[src/rtl/sys_rx_cmd_ctrl.sv]
// rtl/sys_rx_cmd_ctrl.sv - UART RX command sequencer driving register file, ALU and TX FIFO
// Optional frame-abort timer enabled by defining FRAME_TIMEOUT_EN.
module sys_rx_cmd_ctrl #(
  parameter int DATA_WIDTH     = 8,
  parameter int ADDR_WIDTH     = 4,
  parameter int FUN_WIDTH      = 4,
  parameter int TIMEOUT_CYCLES = 64
) (
  input  logic                    CLK,
  input  logic                    RST,
  input  logic [DATA_WIDTH-1:0]   RX_P_DATA,
  input  logic                    RX_D_VLD,
  output logic [ADDR_WIDTH-1:0]   RF_Address,
  output logic                    RF_WrEn,
  output logic                    RF_RdEn,
  output logic [DATA_WIDTH-1:0]   RF_WrData,
  input  logic [DATA_WIDTH-1:0]   RF_RdData,
  input  logic                    RF_RdData_Vld,
  output logic [FUN_WIDTH-1:0]    ALU_FUN,
  output logic                    ALU_EN,
  output logic                    CLK_GATE_EN,
  input  logic [2*DATA_WIDTH-1:0] ALU_OUT,
  input  logic                    ALU_OUT_VLD,
  output logic [DATA_WIDTH-1:0]   FIFO_WR_DATA,
  output logic                    FIFO_WR_INC,
  input  logic                    FIFO_FULL,
  output logic                    FRAME_ERR
);

  typedef enum logic [3:0] {
    S_IDLE, S_WR_ADDR, S_WR_DATA, S_RD_ADDR, S_RD_WAIT, S_ALU_OPA,
    S_ALU_OPB, S_ALU_FUN, S_ALU_WAIT, S_PUSH_LO, S_PUSH_HI
  } state_t;

  state_t                  r_state, w_state;
  logic [ADDR_WIDTH-1:0]   r_addr, w_addr;
  logic [2*DATA_WIDTH-1:0] r_result, w_result;
  logic                    r_rd_reply, w_rd_reply;
  logic [ADDR_WIDTH-1:0]   r_rf_addr, w_rf_addr;
  logic                    r_wr_en, w_wr_en, r_rd_en, w_rd_en;
  logic [DATA_WIDTH-1:0]   r_wr_data, w_wr_data;
  logic [FUN_WIDTH-1:0]    r_alu_fun, w_alu_fun;
  logic                    r_alu_en, w_alu_en, r_gate, w_gate;
  logic [DATA_WIDTH-1:0]   r_fifo_data, w_fifo_data;
  logic                    r_fifo_inc, w_fifo_inc, r_frame_err, w_frame_err;
  logic                    w_collect;
  logic                    w_timeout;

  assign w_collect = (r_state inside {S_WR_ADDR, S_WR_DATA, S_RD_ADDR,
                                      S_ALU_OPA, S_ALU_OPB, S_ALU_FUN});

`ifdef FRAME_TIMEOUT_EN
  localparam int CNT_W = (TIMEOUT_CYCLES > 2) ? $clog2(TIMEOUT_CYCLES) : 1;
  logic [CNT_W-1:0] r_tmo_cnt;

  // Counter restarts on every received byte and rests outside collect states.
  always_ff @(posedge CLK or negedge RST) begin
    if (!RST)                        r_tmo_cnt <= '0;
    else if (RX_D_VLD || !w_collect) r_tmo_cnt <= '0;
    else if (!w_timeout)             r_tmo_cnt <= r_tmo_cnt + 1'b1;
  end

  assign w_timeout = w_collect && !RX_D_VLD && (r_tmo_cnt == CNT_W'(TIMEOUT_CYCLES - 1));
`else
  assign w_timeout = 1'b0;
`endif

  always_ff @(posedge CLK or negedge RST) begin
    if (!RST) begin
      r_state     <= S_IDLE;
      r_addr      <= '0;
      r_result    <= '0;
      r_rd_reply  <= 1'b0;
      r_rf_addr   <= '0;
      r_wr_en     <= 1'b0;
      r_rd_en     <= 1'b0;
      r_wr_data   <= '0;
      r_alu_fun   <= '0;
      r_alu_en    <= 1'b0;
      r_gate      <= 1'b0;
      r_fifo_data <= '0;
      r_fifo_inc  <= 1'b0;
      r_frame_err <= 1'b0;
    end else begin
      r_state     <= w_state;
      r_addr      <= w_addr;
      r_result    <= w_result;
      r_rd_reply  <= w_rd_reply;
      r_rf_addr   <= w_rf_addr;
      r_wr_en     <= w_wr_en;
      r_rd_en     <= w_rd_en;
      r_wr_data   <= w_wr_data;
      r_alu_fun   <= w_alu_fun;
      r_alu_en    <= w_alu_en;
      r_gate      <= w_gate;
      r_fifo_data <= w_fifo_data;
      r_fifo_inc  <= w_fifo_inc;
      r_frame_err <= w_frame_err;
    end
  end

  always_comb begin
    w_state     = r_state;
    w_addr      = r_addr;
    w_result    = r_result;
    w_rd_reply  = r_rd_reply;
    w_rf_addr   = r_rf_addr;
    w_wr_en     = 1'b0;
    w_rd_en     = 1'b0;
    w_wr_data   = r_wr_data;
    w_alu_fun   = r_alu_fun;
    w_alu_en    = r_alu_en;
    w_gate      = r_gate;
    w_fifo_data = r_fifo_data;
    w_fifo_inc  = 1'b0;
    w_frame_err = 1'b0;
    case (r_state)
      S_IDLE: if (RX_D_VLD) begin
        case (RX_P_DATA)
          DATA_WIDTH'(8'hAA): w_state = S_WR_ADDR;
          DATA_WIDTH'(8'hBB): w_state = S_RD_ADDR;
          DATA_WIDTH'(8'hCC): begin w_state = S_ALU_OPA; w_gate = 1'b1; end
          DATA_WIDTH'(8'hDD): w_state = S_ALU_FUN;
          default:            w_state = S_IDLE;
        endcase
      end
      S_WR_ADDR: if (RX_D_VLD) begin
        w_addr  = RX_P_DATA[ADDR_WIDTH-1:0];
        w_state = S_WR_DATA;
      end
      S_WR_DATA: if (RX_D_VLD) begin
        w_rf_addr = r_addr;
        w_wr_data = RX_P_DATA;
        w_wr_en   = 1'b1;
        w_state   = S_IDLE;
      end
      S_RD_ADDR: if (RX_D_VLD) begin
        w_rf_addr = RX_P_DATA[ADDR_WIDTH-1:0];
        w_rd_en   = 1'b1;
        w_state   = S_RD_WAIT;
      end
      S_RD_WAIT: if (RF_RdData_Vld) begin
        w_result   = {{DATA_WIDTH{1'b0}}, RF_RdData};
        w_rd_reply = 1'b1;
        w_state    = S_PUSH_LO;
      end
      // Operands land in fixed RF slots 0/1 where the ALU reads them.
      S_ALU_OPA: if (RX_D_VLD) begin
        w_rf_addr = '0;
        w_wr_data = RX_P_DATA;
        w_wr_en   = 1'b1;
        w_state   = S_ALU_OPB;
      end
      S_ALU_OPB: if (RX_D_VLD) begin
        w_rf_addr = ADDR_WIDTH'(1);
        w_wr_data = RX_P_DATA;
        w_wr_en   = 1'b1;
        w_state   = S_ALU_FUN;
      end
      S_ALU_FUN: if (RX_D_VLD) begin
        w_alu_fun = RX_P_DATA[FUN_WIDTH-1:0];
        w_alu_en  = 1'b1;
        w_gate    = 1'b1;
        w_state   = S_ALU_WAIT;
      end
      S_ALU_WAIT: if (ALU_OUT_VLD) begin
        w_result   = ALU_OUT;
        w_rd_reply = 1'b0;
        w_alu_en   = 1'b0;
        w_gate     = 1'b0;
        w_state    = S_PUSH_LO;
      end
      S_PUSH_LO: if (!FIFO_FULL) begin
        w_fifo_data = r_result[DATA_WIDTH-1:0];
        w_fifo_inc  = 1'b1;
        w_state     = r_rd_reply ? S_IDLE : S_PUSH_HI;
      end
      S_PUSH_HI: if (!FIFO_FULL) begin
        w_fifo_data = r_result[2*DATA_WIDTH-1:DATA_WIDTH];
        w_fifo_inc  = 1'b1;
        w_state     = S_IDLE;
      end
      default: w_state = S_IDLE;
    endcase
    if (w_timeout) begin
      w_state     = S_IDLE;
      w_frame_err = 1'b1;
      w_gate      = 1'b0;
    end
  end

  assign RF_Address   = r_rf_addr;
  assign RF_WrEn      = r_wr_en;
  assign RF_RdEn      = r_rd_en;
  assign RF_WrData    = r_wr_data;
  assign ALU_FUN      = r_alu_fun;
  assign ALU_EN       = r_alu_en;
  assign CLK_GATE_EN  = r_gate;
  assign FIFO_WR_DATA = r_fifo_data;
  assign FIFO_WR_INC  = r_fifo_inc;
  assign FRAME_ERR    = r_frame_err;

endmodule

[config.mk]
export PLATFORM = sky130hd
export DESIGN_NAME = sys_rx_cmd_ctrl
export DESIGN_NICKNAME = d
export VERILOG_FILES = /design/src/rtl/sys_rx_cmd_ctrl.sv
export SDC_FILE = /design/constraint.sdc
export NUM_CORES = 1
export LEC_CHECK = 0
export ABC_AREA = 0
export CAP_MARGIN = 20
export CORE_AREA = 4 4 77 79
export CTS_BUF_LIST = sky130_fd_sc_hd__clkbuf_8 sky130_fd_sc_hd__clkbuf_16
export CTS_CLUSTER_SIZE = 10
export DETAILED_ROUTE_END_ITERATION = 10
export DIE_AREA = 0 0 81 83
export HOLD_SLACK_MARGIN = 0.08
export PLACE_DENSITY = 0.89
export SYNTH_ARGS = -nofsm -noshare
export SYNTH_HDL_FRONTEND = slang
export SYNTH_SLANG_ARGS = --single-unit
[constraint.sdc]
create_clock -name CLK -period 2.43 [get_ports CLK]
set_input_delay 0.486 -clock CLK [delete_from_list [all_inputs] [get_ports CLK]]
set_output_delay 0.486 -clock CLK [all_outputs]
set_load 0.005 [all_outputs]
==> reports/qor.txt <==
status: finished, final reports clean
post-synth top area cell: dfrtp_1
slew of the pin with the lowest slew margin: 0.705 ns
post-CTS setup buffer count: 0
first-pass GRT wire length: 10,000 µm
diodes inserted: 0
largest cells by area after synthesis: dfrtp_1 (51%), mux2_2 (6.8%), mux2i_1 (6.1%)
async set or reset register ratio after synthesis: 100%
syn nets: 279
fillers: 443
post-synth top area share: 51.1%
total power: 0.00398 W
clock buffer depth: 2
area delta synth->final: 32.6%
Routed WL per cell: 16.1 µm
Final Max Slew Viols: 0
FF-to-FF path depth: 3
synthesized area: 0.00264 mm²
Seq/Total Area, Yosys: 51.1%
row count: 27
critical path type: flip-flop to flip-flop
root buf cell: clkbuf_8
CTS resizes: 0
Die Wd: 81 µm
Core Util, Final: 65.7%
clock transition at the registers of the reported paths: 0.09 ns
Synth cell types: 50
crit path DAT: 2.23 ns
hold_buf cts: 0
synth warn: 0
Die Area: 0.00672 mm²
Worst path max stage delay: 0.76 ns
Finish-stage setup viols: 0
RSZ-0062 raised after global routing: no
EDFF count, synth: 0
Worst Setup End Kind: flip-flop
Final #Nets: 344
dpl hpwl: 4530 µm
Critical Path RT: 2.62 ns
CTS tree: yes
Reg-to-Reg Start: r_state[1]
Final period util: 83.9%
routed vias: 2,132
Mapped Cells: 241
GP Congestion: 0.833
vias in the first global route: 2,118
most frequent cells after synthesis: dfrtp_1 (54), o21ai_0 (26), nand2_1 (20)
leakage: 1.46 nW
Pwr Density: 1130 mW/mm²
Slew HR: 53.0%
fin crit period: 2.04 ns
Post-Route WL: 6110 µm
worst-path fanout max: 23
Startpoint Class: flip-flop
VDD IR-drop max: 0.000672 V
Vias per Instance: 5.63
DRC: 0
MaxCap Viol Count: 0
TritonRoute pass-1 iters: 4
total negative slack: 0 ns
worst r2r dst: RF_WrData[1]
Main synth FF type: dfrtp_1
gr usage total: 18.9%
FF-to-FF setup slack: 0.39 ns
Core ar.: 0.00534 mm²
flops & latches, synth: 54
Max Freq: 491 MHz
Setup Skew: 0.0106 ns
violation count after the first detailed-route iteration: 180
top-count cell post-synth: dfrtp_1
WP buf/inv: 0
I/O Pins: 68
delay-heaviest family, CP: flip-flops
Port Buffers: 66
clk sinks: 54
H-tree lvl count: 2
Die Span Y: 83 µm
Initial Util: 49.5%
largest net degree at the start of global routing: 34
ANT nets after route: 0
Syn Area/Cell: 11.0 µm²
antenna violations before repair: 0
Num CTS Buffers: 5
CP max stage cell: dfrtp_1
Congestion Overflow GR: 0
critical path, cell by cell: nand2b_1 -> a21oi_2 -> mux2_2
Tightest Hold Check Type: input pin to asynchronous set/reset pin
Worst-Skew Late Latency: 0.31 ns
layout cell share with drive strength beyond 1: 13.7%
Fin. Hold Viols: 0
==> cells by family after synthesis <==
kind of cell	count (synthesis)	synth area share, %
AOI/OAI and AO/OA	63	16.2
xor gates and xnor gates	2	0.663
buffers and inverters	19	3.55
DFF	54	51.1
muxes	32	12.9
other	1	0.142
and+or+nand+nor	70	15.4
==> through the flow <==
step / setup WS (ns) / hold WS, ns / area [µm²] / std cells
3_5_place_dp: 0.221 / 0.470 / 3370 / 371
3_3_place_gp: 0.338 / 0.460 / 3370 / 371
6_report: 0.392 / 0.214 / 3500 / 379
5_1_grt: 0.222 / 0.265 / 3500 / 379
4_1_cts: 0.375 / 0.231 / 3500 / 379
2_1_floorplan: 0.886 / 0.190 / 2640 / 241
==> sequential cells by signal (all words and copies together), names as in the netlist <==
register      cells
r_rd_reply        1
RF_RdEn           1
ALU_EN            1
RF_Address        4
FIFO_WR_INC       1
r_state           4
FIFO_WR_DATA      8
RF_WrData         8
CLK_GATE_EN       1
r_addr            4
ALU_FUN           4
RF_WrEn           1
r_result         16
==> where the power goes <==
part	total [W]	internal, W	switching [W]	leakage [nW]
logic	0.00161	0.000950	0.000663	0.714
clock network	0.000708	0.000413	0.000295	0.0683
registers	0.00165	0.00131	0.000343	0.677
==> worst reg2reg max path, stage by stage, from the launching register on <==
cell	delay (ns)
dfrtp_1	0.76
nand2b_1	0.23
a21oi_2	0.53
mux2_2	0.41
==> layout by cell type, fill, tap and decap left out, types with 3 or more instances in the layout <==
cell and instances:
clkdlybuf4s50_1 65, mux2_2 16, nand3b_1 3, a21oi_1 5, dfrtp_1 54, nor3_1 4
nand4_1 5, o21ai_1 3, a22o_1 8, inv_1 3, nor2_1 6, nand3_1 3
clkbuf_8 5, nor3b_1 3, nand2_1 20, mux2i_1 16, nand2b_1 5, o21ai_0 26
a31oi_1 8, buf_4 8
==> layout make-up <==
class | instances | area [µm²] | share of cell area, %
well taps | 72 | 90.1 | 2.57
multi-input cells | 168 | 1200 | 34.2
clock buffers | 5 | 68.8 | 1.96
inverters | 3 | 11.3 | 0.321
clock inverters | 3 | 68.8 | 1.96
repair buffers | 74 | 716 | 20.4
flip-flops and latches | 54 | 1350 | 38.6
==> layer usage <==
| metal | global-route usage, % | vias up | routed length (µm) |
|---|---|---|---|
| li1 | - | 1009 | - |
| met1 | 23.9 | 1015 | 2460 |
| met2 | 31.0 | 93 | 3110 |
| met3 | 4.99 | 15 | 440 |
| met4 | 6.61 | 0 | 103 |
| met5 | 0 | - | 0 |
==> worst max-delay path by stage <==
stage	cells past startpoint	start	end
after global routing	4	r_state[3]	FIFO_WR_DATA[6]
after CTS	3	r_state[1]	RF_WrData[1]
final	3	r_state[1]	RF_WrData[1]
after global placement	4	RX_D_VLD	RF_WrData[2]
after floorplan	5	r_state[0]	RF_WrData[0]
after detailed placement	4	RX_D_VLD	RF_WrData[1]
Power figures use the tool's default switching activity.
